<file path="src/rtl/zquench_if.sv">
// Signal bundle between the SPAD quench sequencer and its surroundings:
// comparator input, timing configuration, driver outputs and event counters.
interface zquench_if #(
    parameter int CNT_W = 16,
    parameter int EVT_W = 32
);
    logic             en;
    logic             pulse;
    logic [CNT_W-1:0] cfg_quench_len;
    logic [CNT_W-1:0] cfg_dead_len;
    logic [CNT_W-1:0] cfg_reset_len;
    logic             cfg_load;
    logic             cnt_clr;
    logic             geiger_mode_en;
    logic             quench;
    logic             spad_reset;
    logic             busy;
    logic [EVT_W-1:0] event_cnt;
    logic [EVT_W-1:0] blocked_cnt;

    modport slave (
        input  en, pulse, cfg_quench_len, cfg_dead_len, cfg_reset_len, cfg_load, cnt_clr,
        output geiger_mode_en, quench, spad_reset, busy, event_cnt, blocked_cnt
    );

    modport master (
        output en, pulse, cfg_quench_len, cfg_dead_len, cfg_reset_len, cfg_load, cnt_clr,
        input  geiger_mode_en, quench, spad_reset, busy, event_cnt, blocked_cnt
    );
endinterface

</file>
<file path="src/rtl/zquench_sequencer.sv">
// Active-quench timing controller: synchronises the avalanche pulse, then runs a
// programmable quench / dead-time / recharge-reset sequence and counts events.
module zquench_sequencer #(
    parameter int CNT_W      = 16,
    parameter int EVT_W      = 32,
    parameter int DEF_QUENCH = 5,
    parameter int DEF_DEAD   = 10,
    parameter int DEF_RESET  = 5
) (
    input  logic    clk,
    input  logic    rst,
    zquench_if.slave bus
);
    typedef enum logic [2:0] {
        S_IDLE   = 3'd0,
        S_ARMED  = 3'd1,
        S_QUENCH = 3'd2,
        S_DEAD   = 3'd3,
        S_RESET  = 3'd4
    } state_t;

    localparam logic [CNT_W-1:0] DEF_Q = CNT_W'(DEF_QUENCH);
    localparam logic [CNT_W-1:0] DEF_D = CNT_W'(DEF_DEAD);
    localparam logic [CNT_W-1:0] DEF_R = CNT_W'(DEF_RESET);

    // Down-counter preload so that a length of zero still yields one cycle.
    function automatic logic [CNT_W-1:0] len_m1(input logic [CNT_W-1:0] len);
        return (len == '0) ? '0 : len - CNT_W'(1);
    endfunction

    function automatic logic [EVT_W-1:0] sat_step(input logic [EVT_W-1:0] v,
                                                  input logic inc, input logic clr);
        if (clr)
            return '0;
        if (inc && (v != '1))
            return v + EVT_W'(1);
        return v;
    endfunction

    state_t           state_q, state_d;
    logic [CNT_W-1:0] cnt_q, cnt_d;
    logic             f1_q, f1_d, f2_q, f2_d;
    logic             geiger_q, geiger_d;
    logic             quench_q, quench_d;
    logic             spad_reset_q, spad_reset_d;
    logic             busy_q, busy_d;
    logic [EVT_W-1:0] event_cnt_q, event_cnt_d;
    logic [EVT_W-1:0] blocked_cnt_q, blocked_cnt_d;
    logic [CNT_W-1:0] shadow_quench_q, shadow_quench_d;
    logic [CNT_W-1:0] shadow_dead_q, shadow_dead_d;
    logic [CNT_W-1:0] shadow_reset_q, shadow_reset_d;
    logic [CNT_W-1:0] act_quench_q, act_quench_d;
    logic [CNT_W-1:0] act_dead_q, act_dead_d;
    logic [CNT_W-1:0] act_reset_q, act_reset_d;
    logic             rise;
    logic             accept;

    always_comb begin
        f1_d     = bus.en & bus.pulse;
        f2_d     = bus.en & f1_q;
        rise     = f1_q & ~f2_q;
        geiger_d = bus.en;
        state_d  = state_q;
        cnt_d    = cnt_q;
        accept   = 1'b0;

        if (!bus.en) begin
            state_d = S_IDLE;
        end else begin
            case (state_q)
                S_IDLE: state_d = S_ARMED;
                S_ARMED: begin
                    if (rise) begin
                        state_d = S_QUENCH;
                        cnt_d   = len_m1(act_quench_q);
                        accept  = 1'b1;
                    end
                end
                S_QUENCH: begin
                    if (cnt_q != '0) begin
                        cnt_d = cnt_q - CNT_W'(1);
                    end else if (act_dead_q != '0) begin
                        state_d = S_DEAD;
                        cnt_d   = act_dead_q - CNT_W'(1);
                    end else begin
                        state_d = S_RESET;
                        cnt_d   = len_m1(act_reset_q);
                    end
                end
                S_DEAD: begin
                    if (cnt_q != '0) begin
                        cnt_d = cnt_q - CNT_W'(1);
                    end else begin
                        state_d = S_RESET;
                        cnt_d   = len_m1(act_reset_q);
                    end
                end
                S_RESET: begin
                    if (cnt_q != '0)
                        cnt_d = cnt_q - CNT_W'(1);
                    else
                        state_d = S_ARMED;
                end
                default: state_d = S_IDLE;
            endcase
        end

        // Outputs are decoded from the next state so they register alongside it.
        quench_d     = (state_d == S_QUENCH);
        spad_reset_d = (state_d == S_RESET);
        busy_d       = (state_d == S_QUENCH) || (state_d == S_DEAD) || (state_d == S_RESET);

        event_cnt_d   = sat_step(event_cnt_q, accept, bus.cnt_clr);
        blocked_cnt_d = sat_step(blocked_cnt_q, rise & busy_q, bus.cnt_clr);

        shadow_quench_d = shadow_quench_q;
        shadow_dead_d   = shadow_dead_q;
        shadow_reset_d  = shadow_reset_q;
        if (bus.cfg_load) begin
            shadow_quench_d = bus.cfg_quench_len;
            shadow_dead_d   = bus.cfg_dead_len;
            shadow_reset_d  = bus.cfg_reset_len;
        end

        // Active timing is frozen while a sequence runs; it only follows the
        // shadow copy while the next state is idle or armed.
        act_quench_d = act_quench_q;
        act_dead_d   = act_dead_q;
        act_reset_d  = act_reset_q;
        if ((state_d == S_IDLE) || (state_d == S_ARMED)) begin
            act_quench_d = shadow_quench_q;
            act_dead_d   = shadow_dead_q;
            act_reset_d  = shadow_reset_q;
        end
    end

    always_ff @(posedge clk) begin
        if (rst) begin
            state_q         <= S_IDLE;
            cnt_q           <= '0;
            f1_q            <= 1'b0;
            f2_q            <= 1'b0;
            geiger_q        <= 1'b0;
            quench_q        <= 1'b0;
            spad_reset_q    <= 1'b0;
            busy_q          <= 1'b0;
            event_cnt_q     <= '0;
            blocked_cnt_q   <= '0;
            shadow_quench_q <= DEF_Q;
            shadow_dead_q   <= DEF_D;
            shadow_reset_q  <= DEF_R;
            act_quench_q    <= DEF_Q;
            act_dead_q      <= DEF_D;
            act_reset_q     <= DEF_R;
        end else begin
            state_q         <= state_d;
            cnt_q           <= cnt_d;
            f1_q            <= f1_d;
            f2_q            <= f2_d;
            geiger_q        <= geiger_d;
            quench_q        <= quench_d;
            spad_reset_q    <= spad_reset_d;
            busy_q          <= busy_d;
            event_cnt_q     <= event_cnt_d;
            blocked_cnt_q   <= blocked_cnt_d;
            shadow_quench_q <= shadow_quench_d;
            shadow_dead_q   <= shadow_dead_d;
            shadow_reset_q  <= shadow_reset_d;
            act_quench_q    <= act_quench_d;
            act_dead_q      <= act_dead_d;
            act_reset_q     <= act_reset_d;
        end
    end

    assign bus.geiger_mode_en = geiger_q;
    assign bus.quench         = quench_q;
    assign bus.spad_reset     = spad_reset_q;
    assign bus.busy           = busy_q;
    assign bus.event_cnt      = event_cnt_q;
    assign bus.blocked_cnt    = blocked_cnt_q;
endmodule
</file>
<file path="src/flat_wrapper.sv">
// flat-port wrapper written by rule: the top's interface ports become plain ports
module zquench_sequencer_flat 
#(
    parameter int CNT_W      = 16,
    parameter int EVT_W      = 32,
    parameter int DEF_QUENCH = 5,
    parameter int DEF_DEAD   = 10,
    parameter int DEF_RESET  = 5
)
  (clk, rst, bus_en, bus_pulse, bus_cfg_quench_len, bus_cfg_dead_len, bus_cfg_reset_len, bus_cfg_load, bus_cnt_clr, bus_geiger_mode_en, bus_quench, bus_spad_reset, bus_busy, bus_event_cnt, bus_blocked_cnt);
  zquench_if #(.CNT_W(CNT_W), .EVT_W(EVT_W)) bus_i ();
  input  logic clk;
  input  logic rst;
  input wire logic [$bits(bus_i.en)-1:0] bus_en;
  input wire logic [$bits(bus_i.pulse)-1:0] bus_pulse;
  input wire logic [$bits(bus_i.cfg_quench_len)-1:0] bus_cfg_quench_len;
  input wire logic [$bits(bus_i.cfg_dead_len)-1:0] bus_cfg_dead_len;
  input wire logic [$bits(bus_i.cfg_reset_len)-1:0] bus_cfg_reset_len;
  input wire logic [$bits(bus_i.cfg_load)-1:0] bus_cfg_load;
  input wire logic [$bits(bus_i.cnt_clr)-1:0] bus_cnt_clr;
  output wire logic [$bits(bus_i.geiger_mode_en)-1:0] bus_geiger_mode_en;
  output wire logic [$bits(bus_i.quench)-1:0] bus_quench;
  output wire logic [$bits(bus_i.spad_reset)-1:0] bus_spad_reset;
  output wire logic [$bits(bus_i.busy)-1:0] bus_busy;
  output wire logic [$bits(bus_i.event_cnt)-1:0] bus_event_cnt;
  output wire logic [$bits(bus_i.blocked_cnt)-1:0] bus_blocked_cnt;
  assign bus_i.en = bus_en;
  assign bus_i.pulse = bus_pulse;
  assign bus_i.cfg_quench_len = bus_cfg_quench_len;
  assign bus_i.cfg_dead_len = bus_cfg_dead_len;
  assign bus_i.cfg_reset_len = bus_cfg_reset_len;
  assign bus_i.cfg_load = bus_cfg_load;
  assign bus_i.cnt_clr = bus_cnt_clr;
  assign bus_geiger_mode_en = bus_i.geiger_mode_en;
  assign bus_quench = bus_i.quench;
  assign bus_spad_reset = bus_i.spad_reset;
  assign bus_busy = bus_i.busy;
  assign bus_event_cnt = bus_i.event_cnt;
  assign bus_blocked_cnt = bus_i.blocked_cnt;
  zquench_sequencer #(.CNT_W(CNT_W), .EVT_W(EVT_W), .DEF_QUENCH(DEF_QUENCH), .DEF_DEAD(DEF_DEAD), .DEF_RESET(DEF_RESET)) u_core (.clk(clk), .rst(rst), .bus(bus_i));
endmodule
</file>
<file path="config.mk">
export PLATFORM = sky130hd
export DESIGN_NAME = zquench_sequencer_flat
export DESIGN_NICKNAME = d
export VERILOG_FILES = /design/src/rtl/zquench_if.sv /design/src/rtl/zquench_sequencer.sv /design/src/flat_wrapper.sv
export SDC_FILE = /design/constraint.sdc
export NUM_CORES = 1
export LEC_CHECK = 0
export CORE_MARGIN = 10
export CORE_UTILIZATION = 30
export DETAILED_ROUTE_END_ITERATION = 8
export PLACE_DENSITY = 0.45
export SKIP_LAST_GASP = 1
export SLEW_MARGIN = 5
export SYNTH_ARGS = -nofsm -noshare
export SYNTH_HDL_FRONTEND = slang
export SYNTH_SLANG_ARGS = --single-unit
</file>
<file path="constraint.sdc">
create_clock -name clk -period 3.1 [get_ports clk]
set_clock_uncertainty 0.05 [all_clocks]
set_input_delay 0.775 -clock clk [delete_from_list [all_inputs] [get_ports clk]]
set_output_delay 0.775 -clock clk [all_outputs]
set_load 0.01 [all_outputs]
</file>
* Yosys cells after proc, flatten, opt, wreduce, memory -nomap -nowiden
Cells that the tools add are included.
** Storage, ports and cells
- Bits in registers :: 185
** Cells by class
- $add $sub $neg :: 6
- Equal/unequal tests :: 12
- Mux-type cells :: 30
- Bitwise gates (word level) :: 5
- Reduce and logical (&&, ||, !) cells :: 15
** Operator list (number)
- 32-bit 2-to-1 mux :: 7
- 16-bit 2-to-1 mux :: 7
- 32-bit by 1-bit adder with 32-bit output, second input constant :: 2
- 32-bit != test, second input constant :: 2
- 16-bit one-hot mux with 4 select lines :: 1
- 16-bit by 1-bit subtractor with 16-bit output, second input constant :: 4
- 16-bit zero test :: 2
- 16-bit nonzero test :: 2
- 3-bit 2-to-1 mux :: 6
- 3-bit one-hot mux with 5 select lines :: 1
- 3-bit by 2-bit == test with 1-bit output, second input constant :: 4
- 1-bit 2-to-1 mux :: 8
- 3-bit by 1-bit == test with 1-bit output, second input constant :: 2
- 3-bit == test, second input constant :: 2
- 3-bit zero test :: 2
- 1-bit AND :: 4
- 2-bit by 1-bit != test with 1-bit output, second input constant :: 2
- 4-bit AND reduction :: 1
- 2-bit nonzero test :: 2
- 4-bit nonzero test :: 1
- 1-bit logical OR :: 3
- 1-bit logical AND :: 2
- 1-bit inverter :: 1

* Depth between registers and ports, before layout
- Depth in word-level cells :: 10
- Mapped depth :: 10

* Worst setup path after synthesis
Ideal clock, no wire load.
- Path kind :: reg-to-reg
- From :: register u_core.act_dead_q[0]
- To :: register u_core.cnt_q[9]
- Arrival :: 2.194 ns
- Data required time :: 2.927 ns
- Path slack :: 0.733 ns
- Cell stages (with the launch flop) :: 8
- Buffers on the path :: 1
- Period minus slack after synthesis :: 2.367 ns
- Cell sequence :: dfxtp_1 or4_4 or3_1 buf_2 or4_4 xnor2_2 a311oi_1 a21oi_1
** On the way
- Cells in the longest elaborated chain, start to end :: 4
** RTL lines
- start, declared :: RTL line zquench_sequencer.sv:53 : logic [CNT_W-1:0] act_dead_q, act_dead_d;
- start signal, assigned :: RTL line zquench_sequencer.sv:170 : act_dead_q <= act_dead_d;
- 16-bit by 1-bit subtractor with 16-bit output or 16-bit nonzero test (tied branches) :: RTL line zquench_sequencer.sv:84, zquench_sequencer.sv:82
- 16-bit 2-to-1 mux (*) :: RTL line zquench_sequencer.sv:82 : end else if (act_dead_q != '0) begin
- 16-bit 2-to-1 mux (*) :: RTL line zquench_sequencer.sv:80 : if (cnt_q != '0) begin
- 16-bit one-hot mux with 4 select lines (*) :: RTL line zquench_sequencer.sv:70 : case (state_q)
- end signal, assigned :: RTL line zquench_sequencer.sv:157 : cnt_q <= cnt_d;
- end, declared :: RTL line zquench_sequencer.sv:41 : logic [CNT_W-1:0] cnt_q, cnt_d;
Mark *: on every way between the ends. The rest lies on a longest branch, timed or not.
A chain may end at the register's enable or synchronous reset.

* Worst setup path in the final report
- From :: register u_core.act_reset_q[8]
- To :: register u_core.cnt_q[15]
** On the way
- Cells in the longest elaborated chain, start to end :: 5
** RTL lines
- start, declared :: RTL line zquench_sequencer.sv:54 : logic [CNT_W-1:0] act_reset_q, act_reset_d;
- start signal, assigned :: RTL line zquench_sequencer.sv:171 : act_reset_q <= act_reset_d;
- 16-bit by 1-bit subtractor with 16-bit output or 16-bit zero test (tied branches) :: RTL line zquench_sequencer.sv:28 : return (len == '0) ? '0 : len - CNT_W'(1);
- 16-bit 2-to-1 mux (*) :: RTL line zquench_sequencer.sv:28
- 16-bit 2-to-1 mux :: RTL line zquench_sequencer.sv:82
- 16-bit 2-to-1 mux :: RTL line zquench_sequencer.sv:80
- 16-bit one-hot mux with 4 select lines (*) :: RTL line zquench_sequencer.sv:70
Marked as above.

==> impl_metrics.env <==
export IMPL_num_vias=7863
export IMPL_first_global_vias=7645
export IMPL_swShare=0.268
export IMPL_core_sq_um=28900
export IMPL_dieArea_sq_um=36800
export IMPL_start_util=0.306
export IMPL_wire_per_inst_um=16.3
export IMPL_path_class="reg -> reg"
export IMPL_synthTopCellsByArea="dfxtp_1 42%, nor2_1 7.3%, nand2_1 6.5%"
export IMPL_synth_edf_count=0
export IMPL_r2r_start="u_core.act_reset_q[8]"
export IMPL_final_common_cell="dfxtp_1"
export IMPL_start_kind="register"
export IMPL_clock_latency_ns=0.44
export IMPL_cts_clk_slew_worst_paths_ns=0.08
export IMPL_yosysSeqAreaShare=0.419
export IMPL_hp_class="reg -> reg"
export IMPL_overflow=0
export IMPL_area_growth_syn_to_layout_pct=25.7
export IMPL_grt_max_degree=91
export IMPL_htreeDepth=4
export IMPL_leakage_nw=4.06
export IMPL_postCtsHoldBufs=0
export IMPL_max_freq_ghz=0.378
export IMPL_drv_cap=0
export IMPL_cts_setup_buffers=0
export IMPL_holdPathStages=2
export IMPL_yosys_area_top_type="dfxtp_1"
export IMPL_die_h_um=192
export IMPL_arrival_ns=2.95
export IMPL_synthesis_nets=1149
export IMPL_whs_ns=0.410
export IMPL_synth_seq_cells=185
export IMPL_postSynthAreaPerCell_sq_um=8.12
export IMPL_grt_usage=0.141
export IMPL_grt_pass1_wl_um=41800
export IMPL_cts_buffer_depth=2
export IMPL_synthFlopType="dfxtp_1"
export IMPL_place_ws_ns=0.416
export IMPL_synthMuxAreaShare=0.0624
export IMPL_ios=122
export IMPL_drt_iter0_drc=325
export IMPL_drtPass1Iterations=5
export IMPL_final_core_util=0.384
export IMPL_fin_setup_tns_ns=0
export IMPL_drv_slew=0
export IMPL_power_density_nw_per_um2=459
export IMPL_detail_route_antenna_nets=0
export IMPL_cts_root_buf="clkbuf_16"
export IMPL_power_frac_seq=0.491
export IMPL_die_w_um=192
export IMPL_yosysWarnings=0
export IMPL_async_reset_ff_frac=0
export IMPL_synth_top_cell_area_share=0.419
export IMPL_cp_max_fo=7
export IMPL_yosysUniqueCellTypes=62
export IMPL_startpoint="u_core.act_reset_q[8]"
export IMPL_dpl_instance_area_sq_um=10600
export IMPL_clock_sinks=185
export IMPL_gp_congestion=0.851
export IMPL_fin_nets=1260
export IMPL_drc=0
export IMPL_clock_power_share=0.421
export IMPL_layout_drive_gt1_share=0.0627
export IMPL_cp_data_required_time_ns=3.41
export IMPL_fill_cells=2995
export IMPL_hold_viol=0
export IMPL_cts_tree="built"
export IMPL_slew_headroom=0.468
export IMPL_r2r_cells=7
export IMPL_reg2reg_to="u_core.cnt_q[15]"
export IMPL_synth_compound_area_frac=0.117
export IMPL_power_frac_comb=0.088
export IMPL_dp_cells=1565
export IMPL_end_kind="register"
export IMPL_totalPowerFinal_mw=5.11
export IMPL_p_switching_mw=1.37
export IMPL_synth_xor_area_share=0.0899
export IMPL_antenna_found_initial=0
export IMPL_peakVddDrop_v=0.000347
export IMPL_synthCells=1089
export IMPL_synth_top_family_by_area="simple AND/OR/NAND/NOR gates"
export IMPL_tightestPinTransition_ns=0.791
export IMPL_period_minus_slack_ns=2.64
export IMPL_r2r_slack_ns=0.46
export IMPL_min_period_over_period=0.853
export IMPL_cts_resized=0
export IMPL_rsz0062_at_grt="no"
export IMPL_numCtsBuffers=17
export IMPL_postLayoutCellArea_sq_um=11100
export IMPL_status="complete, no violations"
export IMPL_internal_power_mw=3.74
export IMPL_finalSetupViolCount=0
export IMPL_hold_start="u_core.shadow_reset_q[8]"
export IMPL_min_to="u_core.act_reset_q[8]"
export IMPL_wl_um=26000
export IMPL_synthAdderAreaFrac=0.00849
export IMPL_mostFrequentLayoutCells="185 x dfxtp_1, 173 x nor2_1, 153 x nand2_1, 119 x clkdlybuf4s50_1, 76 x a21oi_1"
export IMPL_via_per_inst=4.93
export IMPL_fin_ws_ns=0.456
export IMPL_antennaDiodeCount=0
export IMPL_num_rows=62
export IMPL_stdcell_count=1596
export IMPL_portBuffers=121
export IMPL_place_hpwl_um=19100
export IMPL_syn_area_sq_um=8850
export IMPL_yosys_area_share_simple=0.273
## cell type report
class	count	area (sq um)	area share
Inverter	16	60.1	0.00540
Timing Repair Buffer	145	1430	0.129
Multi-Input combinational cell	835	4890	0.440
Clock inverter	13	120	0.0108
Clock buffer	18	439	0.0395
Tap cell	384	480	0.0432
Sequential cell	185	3700	0.333
## sequential cells by signal, indices dropped and copies added (netlist names)
| name | count |
|---|---|
| u_core.act_dead_q | 16 |
| u_core.act_quench_q | 16 |
| u_core.act_reset_q | 16 |
| u_core.bus.blocked_cnt | 32 |
| u_core.bus.busy | 1 |
| u_core.bus.event_cnt | 32 |
| u_core.bus.geiger_mode_en | 1 |
| u_core.bus.quench | 1 |
| u_core.bus.spad_reset | 1 |
| u_core.cnt_q | 16 |
| u_core.f1_q | 1 |
| u_core.f2_q | 1 |
| u_core.shadow_dead_q | 16 |
| u_core.shadow_quench_q | 16 |
| u_core.shadow_reset_q | 16 |
| u_core.state_q | 3 |
## synth_stat cells, drive strengths merged (16+ instances only)
| library cell | number |
|---|---|
| a21oi | 76 |
| nand4 | 31 |
| inv | 16 |
| nor3 | 26 |
| xor2 | 50 |
| clkbuf | 44 |
| nand2 | 153 |
| nand3 | 34 |
| xnor2 | 40 |
| o21ai | 39 |
| nor2 | 175 |
| nor4 | 19 |
| dfxtp | 185 |
| mux2i | 54 |
## worst max-delay path, stage by stage (launching register included)
cell     delay [ns]
dfxtp_1        0.39
nor4_1         0.73
nand3_1        0.24
or4_1          0.49
mux2i_1        0.14
mux2i_1        0.29
o21ai_1        0.11
a21oi_1        0.13
## worst max-delay path by stage
stage | cells after the start | end
after CTS | 7 | u_core.cnt_q[15]
final | 7 | u_core.cnt_q[15]
after detailed placement | 7 | u_core.bus.event_cnt[31]
after global placement | 7 | u_core.bus.event_cnt[31]
after global routing | 7 | u_core.cnt_q[15]
after floorplan | 7 | u_core.cnt_q[9]
## cell families after synthesis
| logic type | after synthesis |
|---|---|
| flip-flops | 185 |
| multiplexers | 55 |
| XOR/XNOR | 90 |
| AND/OR/NAND/NOR | 511 |
| adder cells (fa/ha/maj) | 6 |
| AO/OA/AOI/OAI | 173 |
| buffers and inverters | 69 |
## metal layers
metal / track usage / vias up / part of all wire / wire, um
li1: - / 4037 / - / -
met1: 0.188 / 3669 / 0.49 / 12800
met2: 0.226 / 135 / 0.45 / 11800
met3: 0.0277 / 22 / 0.041 / 1080
met4: 0.0367 / 0 / 0.013 / 350
met5: 0 / - / 0 / 0
## power by group through the flow
stage                     sequential [mW]  combinational [mW]  clock, mW
after floorplan                      2.54               0.288          0
after global placement               2.56               0.455          0
after detailed placement             2.56               0.455          0
after CTS                            2.51               0.456       2.23
after global routing                 2.52               0.501       2.33
final                                2.51               0.451       2.15
(Power assumes the default switching activity.)
